[src/rtl/rc4_ksa_engine.sv]
// RC4 key-scheduling engine: shuffles an external 2^ADDR_W-entry S-box RAM with a runtime-length key.
// Define RC4_KSA_INIT_PHASE_EN to fill the RAM with the identity permutation in-engine; otherwise it must be preloaded.
module rc4_ksa_engine #(
   parameter int DATA_W        = 8,
   parameter int ADDR_W        = 8,
   parameter int MAX_KEY_BYTES = 16,
   localparam int KL_W         = $clog2(MAX_KEY_BYTES + 1)
) (
   input  logic                            clk,
   input  logic                            reset,
   input  logic                            start,
   input  logic                            abort,
   input  logic [KL_W-1:0]                 key_len,
   input  logic [MAX_KEY_BYTES*DATA_W-1:0] key,
   input  logic [DATA_W-1:0]               ram_rdata,
   output logic [ADDR_W-1:0]               ram_addr,
   output logic [DATA_W-1:0]               ram_wdata,
   output logic                            ram_we,
   output logic                            busy,
   output logic                            done,
   output logic                            err
);

   localparam int KEY_W = MAX_KEY_BYTES * DATA_W;
   localparam int SUM_W = (ADDR_W > DATA_W) ? ADDR_W : DATA_W;

   // start is a one-cycle request that is only looked at in IDLE; busy is high in
   // every other state, and done / err are single-cycle pulses with no handshake.
   typedef enum logic [2:0] {
      IDLE = 3'd0,
`ifdef RC4_KSA_INIT_PHASE_EN
      INIT = 3'd1,
`endif
      RD_I = 3'd2,
      RD_J = 3'd3,
      WR_I = 3'd4,
      WR_J = 3'd5,
      FIN  = 3'd6
   } state_t;

   state_t              state;
   logic [ADDR_W-1:0]   i;
   logic [ADDR_W-1:0]   j;
   logic [KL_W-1:0]     k;
   logic [DATA_W-1:0]   si;
   logic [KEY_W-1:0]    key_r;
   logic [KL_W-1:0]     key_len_r;

   logic [DATA_W-1:0]   key_byte;
   logic [SUM_W-1:0]    j_sum;
   logic [ADDR_W-1:0]   jn;
   logic                key_len_ok;

   assign key_len_ok = (key_len != '0) && (key_len <= KL_W'(MAX_KEY_BYTES));

   always_comb begin
      key_byte = '0;
      for (int b = 0; b < MAX_KEY_BYTES; b++) begin
         if (k == KL_W'(b)) key_byte = key_r[b*DATA_W +: DATA_W];
      end
   end

   // The sum is taken at the wider of the two widths; only its low ADDR_W bits matter.
   always_comb begin
      j_sum = SUM_W'(j) + SUM_W'(ram_rdata) + SUM_W'(key_byte);
      jn    = j_sum[ADDR_W-1:0];
   end

   always_ff @(posedge clk) begin
      if (reset) begin
         state     <= IDLE;
         i         <= '0;
         j         <= '0;
         k         <= '0;
         si        <= '0;
         key_r     <= '0;
         key_len_r <= '0;
         busy      <= 1'b0;
         done      <= 1'b0;
         err       <= 1'b0;
      end else begin
         done <= 1'b0;
         err  <= 1'b0;
         if (state != IDLE && abort) begin
            state <= IDLE;
            busy  <= 1'b0;
         end else begin
            case (state)
               IDLE: begin
                  if (start) begin
                     if (key_len_ok) begin
                        key_r     <= key;
                        key_len_r <= key_len;
                        i         <= '0;
                        j         <= '0;
                        k         <= '0;
                        busy      <= 1'b1;
`ifdef RC4_KSA_INIT_PHASE_EN
                        state     <= INIT;
`else
                        state     <= RD_I;
`endif
                     end else begin
                        err <= 1'b1;
                     end
                  end
               end
`ifdef RC4_KSA_INIT_PHASE_EN
               INIT: begin
                  i <= i + 1'b1;
                  if (i == '1) state <= RD_I;
               end
`endif
               RD_I: state <= RD_J;
               RD_J: begin
                  si    <= ram_rdata;
                  j     <= jn;
                  state <= WR_I;
               end
               WR_I: state <= WR_J;
               WR_J: begin
                  i <= i + 1'b1;
                  k <= (k == key_len_r - 1'b1) ? '0 : k + 1'b1;
                  if (i == '1) begin
                     state <= FIN;
                     done  <= 1'b1;
                  end else begin
                     state <= RD_I;
                  end
               end
               FIN: begin
                  state <= IDLE;
                  busy  <= 1'b0;
               end
               default: begin
                  state <= IDLE;
                  busy  <= 1'b0;
               end
            endcase
         end
      end
   end

   // RAM port decode; WR_I forwards s[j], which the RAM returns for the address issued in RD_J.
   always_comb begin
      ram_addr  = '0;
      ram_wdata = '0;
      ram_we    = 1'b0;
      case (state)
`ifdef RC4_KSA_INIT_PHASE_EN
         INIT: begin
            ram_addr  = i;
            ram_wdata = DATA_W'(i);
            ram_we    = 1'b1;
         end
`endif
         RD_I: ram_addr = i;
         RD_J: ram_addr = jn;
         WR_I: begin
            ram_addr  = i;
            ram_wdata = ram_rdata;
            ram_we    = 1'b1;
         end
         WR_J: begin
            ram_addr  = j;
            ram_wdata = si;
            ram_we    = 1'b1;
         end
         default: begin
            ram_addr  = '0;
            ram_wdata = '0;
            ram_we    = 1'b0;
         end
      endcase
   end

   a_we_only_busy   : assert property (@(posedge clk) disable iff (reset) ram_we |-> busy);
   a_done_only_busy : assert property (@(posedge clk) disable iff (reset) done |-> busy);
   a_err_only_idle  : assert property (@(posedge clk) disable iff (reset) err |-> !busy);

endmodule

[config.mk]
export PLATFORM = sky130hd
export DESIGN_NAME = rc4_ksa_engine
export DESIGN_NICKNAME = d
export VERILOG_FILES = /design/src/rtl/rc4_ksa_engine.sv
export SDC_FILE = /design/constraint.sdc
export NUM_CORES = 1
export LEC_CHECK = 0
export CAP_MARGIN = 15
export CORE_MARGIN = 8
export CORE_UTILIZATION = 47
export DETAILED_ROUTE_END_ITERATION = 8
export PLACE_DENSITY = 0.86
export SLEW_MARGIN = 5
export SYNTH_ARGS = -nofsm -noshare
export SYNTH_HDL_FRONTEND = slang
export SYNTH_SLANG_ARGS = --single-unit
[constraint.sdc]
create_clock -name clk -period 5.7 [get_ports clk]
set_clock_uncertainty 0.05 [all_clocks]
set_input_delay 1.14 -clock clk [delete_from_list [all_inputs] [get_ports clk]]
set_output_delay 1.14 -clock clk [all_outputs]
set_load 0.005 [all_outputs]
**Word level (Yosys, flattened, before mapping)**

Cells that the tools add are included.

- Flip-flop bits (word level): 168
- Latch bits: 0
- RAM bits: 0
- Bits in read-only memories: 0
- Input bits: 145
- Output and inout port bits: 20
- Word-level logic and storage cells: 100
- Memories kept: 0

- $add $sub $neg: 5
- $mul: 0
- Div/mod/pow operators: 0
- Order comparisons: 1
- Equality and inequality tests: 23
- Shifts and indexed selects: 0
- Muxes and demuxes: 36
- Bitwise operators: 5
- Reductions and logical operators: 20

Operator list:

| kind | count |
|---|---|
| $mux W8 | 18 |
| $pmux W8 S2 | 3 |
| $eq A5 B4 Y1 const B | 8 |
| $pmux W8 S3 | 1 |
| $eq A5 B3 Y1 const B | 4 |
| $add A8 B8 Y8 | 2 |
| $mux W5 | 3 |
| $pmux W3 S5 | 1 |
| $reduce_and A4 Y1 | 3 |
| $eq A5 B2 Y1 const B | 2 |
| $pmux W5 S2 | 1 |
| $mux W3 | 3 |
| $add A8 B1 Y8 const B | 1 |
| $eq A8 B8 Y1 const B | 1 |
| $reduce_or A4 Y1 | 2 |
| $eq A3 B2 Y1 const B | 2 |
| $eq A3 B3 Y1 const B | 2 |
| $reduce_or A2 Y1 | 3 |
| $add A5 B1 Y5 const B | 1 |
| $eq A5 B1 Y1 const B | 1 |
| $eq A5 B5 Y1 | 1 |
| $le A5 B5 Y1 const B | 1 |
| $logic_not A5 Y1 | 1 |
| $mux W1 | 5 |
| 12 further kinds | 20 |

**Longest topological paths before layout**

- Depth in word-level cells: 19
- Gate-level depth with buffers: 22
- Depth with buffers taken out: 19

**Least setup slack after synthesis**

No wires, ideal clock.

- Path type: reg2out
- From: register k[0]
- To: output port ram_addr[7]
- Arrival: 4.616 ns
- Required time: 4.510 ns
- Slack: -0.106 ns
- Cell stages (with the launch flop): 22
- Buffers on the path: 5
- Path through: dfxtp_1 -> ha_1 -> buf_2 -> buf_1 -> clkbuf_1 -> and3_1 -> ha_1 -> clkbuf_1 -> clkbuf_1 -> nand2_1 -> o21ai_0 -> o21ai_0 -> fa_1 -> inv_1 -> ha_1 -> fa_1 -> a211oi_1 -> o21bai_1 -> a21oi_1 -> xnor2_1 -> xnor2_1 -> o21ai_1

- Cells in the longest elaborated chain, start to end: 19
- Elaborated cells on any way between the ends: 34
- Those cells by class: 1 x add/sub; 15 x eq/ne; 17 x mux; 1 x reduce/logical

Ends and longest elaborated chain:

| what | line | source |
|---|---|---|
| start: declaration | 44 | `logic [KL_W-1:0] k;` |
| start signal: assignment | 123 | `k <= (k == key_len_r - 1'b1) ? '0 : k + 1'b1;` |
| $logic_not A5 Y1 | 59 | `if (k == KL_W'(b)) key_byte = key_r[b*DATA_W +: DATA_W];` |
| $mux W8 (15 in series) | 59 |  |
| $mux W8 * | 59 |  |
| $add A8 B8 Y8 * | 65 | `j_sum = SUM_W'(j) + SUM_W'(ram_rdata) + SUM_W'(key_byte);` |
| $pmux W8 S3 * | 149 | `case (state)` |
| end: declaration | 16 | `output logic [ADDR_W-1:0] ram_addr,` |

Mark *: on every way between the ends. The rest lies on a longest branch, timed or not.

**Final worst setup path**

- From: register k[1]
- To: output port ram_addr[3]

The elaborated chain is that of the path after synthesis.

==> out/metrics.yaml <==
floorplanning:
  pin_count: 165
  coreArea_um2: 17800
  chipWidth_um: 150
  dieArea_um2: 22600
  die_y_um: 150
  core.rowCount: 49
  start_util_pct: 47.6
routing:
  route.detailed.drc: 0
  routedWlPerCell_um: 16.8
  drtIter0Drc: 845
  vias_per_cell: 5.59
  wirelength_um: 26300
  dr.pass1.iters: 5
  ant_nets: 0
  vias: 8743
setup_path:
  end_kind: "primary output"
  start_kind: "register"
  worstPathMaxFanout: 11
  worstSetupPathType: "register to primary output"
  crit_required_ns: 4.51
  cp.arrival_ns: 4.36
timing:
  min_period_over_period_pct: 97.3
  final_hold_viol_count: 0
  finalWorstSetupSlack_ns: 0.153
  maxSlewHeadroom_pct: 39.3
  setup_viol: 0
  slew_violations: 0
  tightest_slew_ns: 0.910
  fmax_mhz: 180
  finalCriticalPeriod_ns: 5.55
clocking:
  cts_tree: "done"
  cts_htree_levels: 4
  insertion_delay_ns: 0.43
  cts-root-buf: "clkbuf_16"
  cts.sinks: 168
  clkTransAtPathRegs_ns: 0.06
  cts_buffer_depth: 2
  cts_buffers: 17
power:
  p_leak_nw: 4.06
  power_density_nw_per_um2: 247
  peakVddDrop_uv: 211
  finalPower_mw: 2.81
synthesis:
  synthesis.area_um2: 8490
  synth_edf_count: 0
  synth-main-ff-cell: "dfxtp_1"
  synth_cells: 1169
  ys_ff_latch: 168
  synth_fp_nets: 1335
  ys_types: 65
  ys_seq_area_share_pct: 39.6
  yosysWarnings: 0
  async_flop_share_pct: 0
  syn_avg_cell_area_um2: 7.26
placed_design:
  place_ws_ns: 0.0132
  port-buffer-count: 164
  finalWeightedCongestion: 0.905
  dpl.hpwl_um: 18900
layout:
  syn_to_final_growth_pct: 34.0
  antenna_cells: 0
  layout_commonest_cell: "nand2_1"
  drive_gt1_share_pct: 10.5
  post-route-util_pct: 63.7
  layout_common_cells: "nand2_1 (338), a21oi_1 (221), dfxtp_1 (166), clkdlybuf4s50_1 (159), nor2_1 (57)"
  fin_nets: 1489
global_routing:
  grt_pass1_wl_um: 41100
  grt_antenna_before_repair: 0
  grt_usage_pct: 22.7
  overflow: 0
  grt_pass1_vias: 8344
  grt_start_max_net_pins: 136
run_status:
  outcome: "complete, no violations"
min_path:
  hp-class: "register to register"
flow_run:
  cap_viol_max_count: 0
==> metal layers <==
metal	vias up	wire [um]	share of wire [%]	global-route usage [%]
li1	4283	-	-	-
met1	4068	11000	42	27.7
met2	335	12800	49	38.5
met3	57	1840	7.0	5.47
met4	0	703	2.7	7.25
met5	-	0	0	0
==> metrics by stage <==
step	instance area (um2)	setup TNS [ns]	hold slack (ns)	std cells
2_1_floorplan	8490	0	0.381	1169
4_1_cts	11200	0	0.403	1558
5_1_grt	11400	-0.125	0.428	1563
3_5_place_dp	10500	0	0.397	1524
6_report	11400	0	0.406	1563
3_3_place_gp	10500	0	0.392	1524
==> path summary, 6_finish.rpt <==
check,start,to,slack (ns),cells past startpoint
max reg2reg,k[1],j[7],1.39,19
min reg2reg,si[0],si[0],0.41,2
max,k[1],ram_addr[3],0.15,16
min,si[0],si[0],0.41,2
==> cells in the mapped netlist, drive strengths merged (7+ instances only) <==
master	count	area share (%)
nand2	340	15
a21oi	228	13
dfxtp	168	40
nor2	59	2.6
clkbuf	56	2.5
o21ai	32	2.0
buf	29	1.7
inv	29	1.3
o22ai	23	1.7
nand3	20	1.2
nor2b	17	1.3
xnor2	14	1.4
ha	13	1.9
a211oi	12	1.1
nand3b	10	0.88
fa	8	1.9
mux2i	8	0.94
nand2b	7	0.52
o211ai	7	0.62
==> power breakdown <==
group,internal [mW],total [mW],switching [mW]
registers,1.23,1.27,0.0426
logic,0.186,0.379,0.193
clock network,0.685,1.16,0.476
==> repair_timing <==
action | in CTS | in global routing
pin swaps | 9 | 24
buffers inserted | 3 | 4
gates resized for setup | 28 | 47
hold buffers | 0 | 0
setup endpoints to repair | 6 | 6
gates cloned | 1 | 1
==> kinds of logic after synthesis <==
family          synth area share [%]
buf+inv                         5.54
flops                           39.6
simple gates                    24.8
fa+ha+maj                       3.80
xor+xnor                        2.06
mux                            0.944
compound gates                  23.2
==> cell type report <==
type | instances | area [um2]
clock inverters | 11 | 149
repair buffers | 220 | 2150
multi-input cells | 886 | 4870
fillers | 1490 | 6470
well taps | 229 | 287
inverters | 30 | 114
flip-flops and latches | 168 | 3370
clock buffers | 19 | 433
==> registers in the layout, indices dropped and copies added (netlist names) <==
name	count
key_r	128
i	8
j	8
si	8
k	5
key_len_r	5
state	3
busy	1
done	1
err	1
==> critical path: stages, from the launching register on <==
cell,delay (ns)
dfxtp_4,0.36
buf_4,0.14
ha_4,0.19
buf_4,0.18
nor2_1,0.23
o21ai_0,0.19
a21oi_2,0.23
o21ai_2,0.10
fa_1,0.51
inv_1,0.07
ha_4,0.17
fa_2,0.41
buf_4,0.16
xor2_2,0.14
a21oi_1,0.10
o22ai_2,0.19
clkdlybuf4s50_1,0.55
Power figures use the tool's default switching activity.
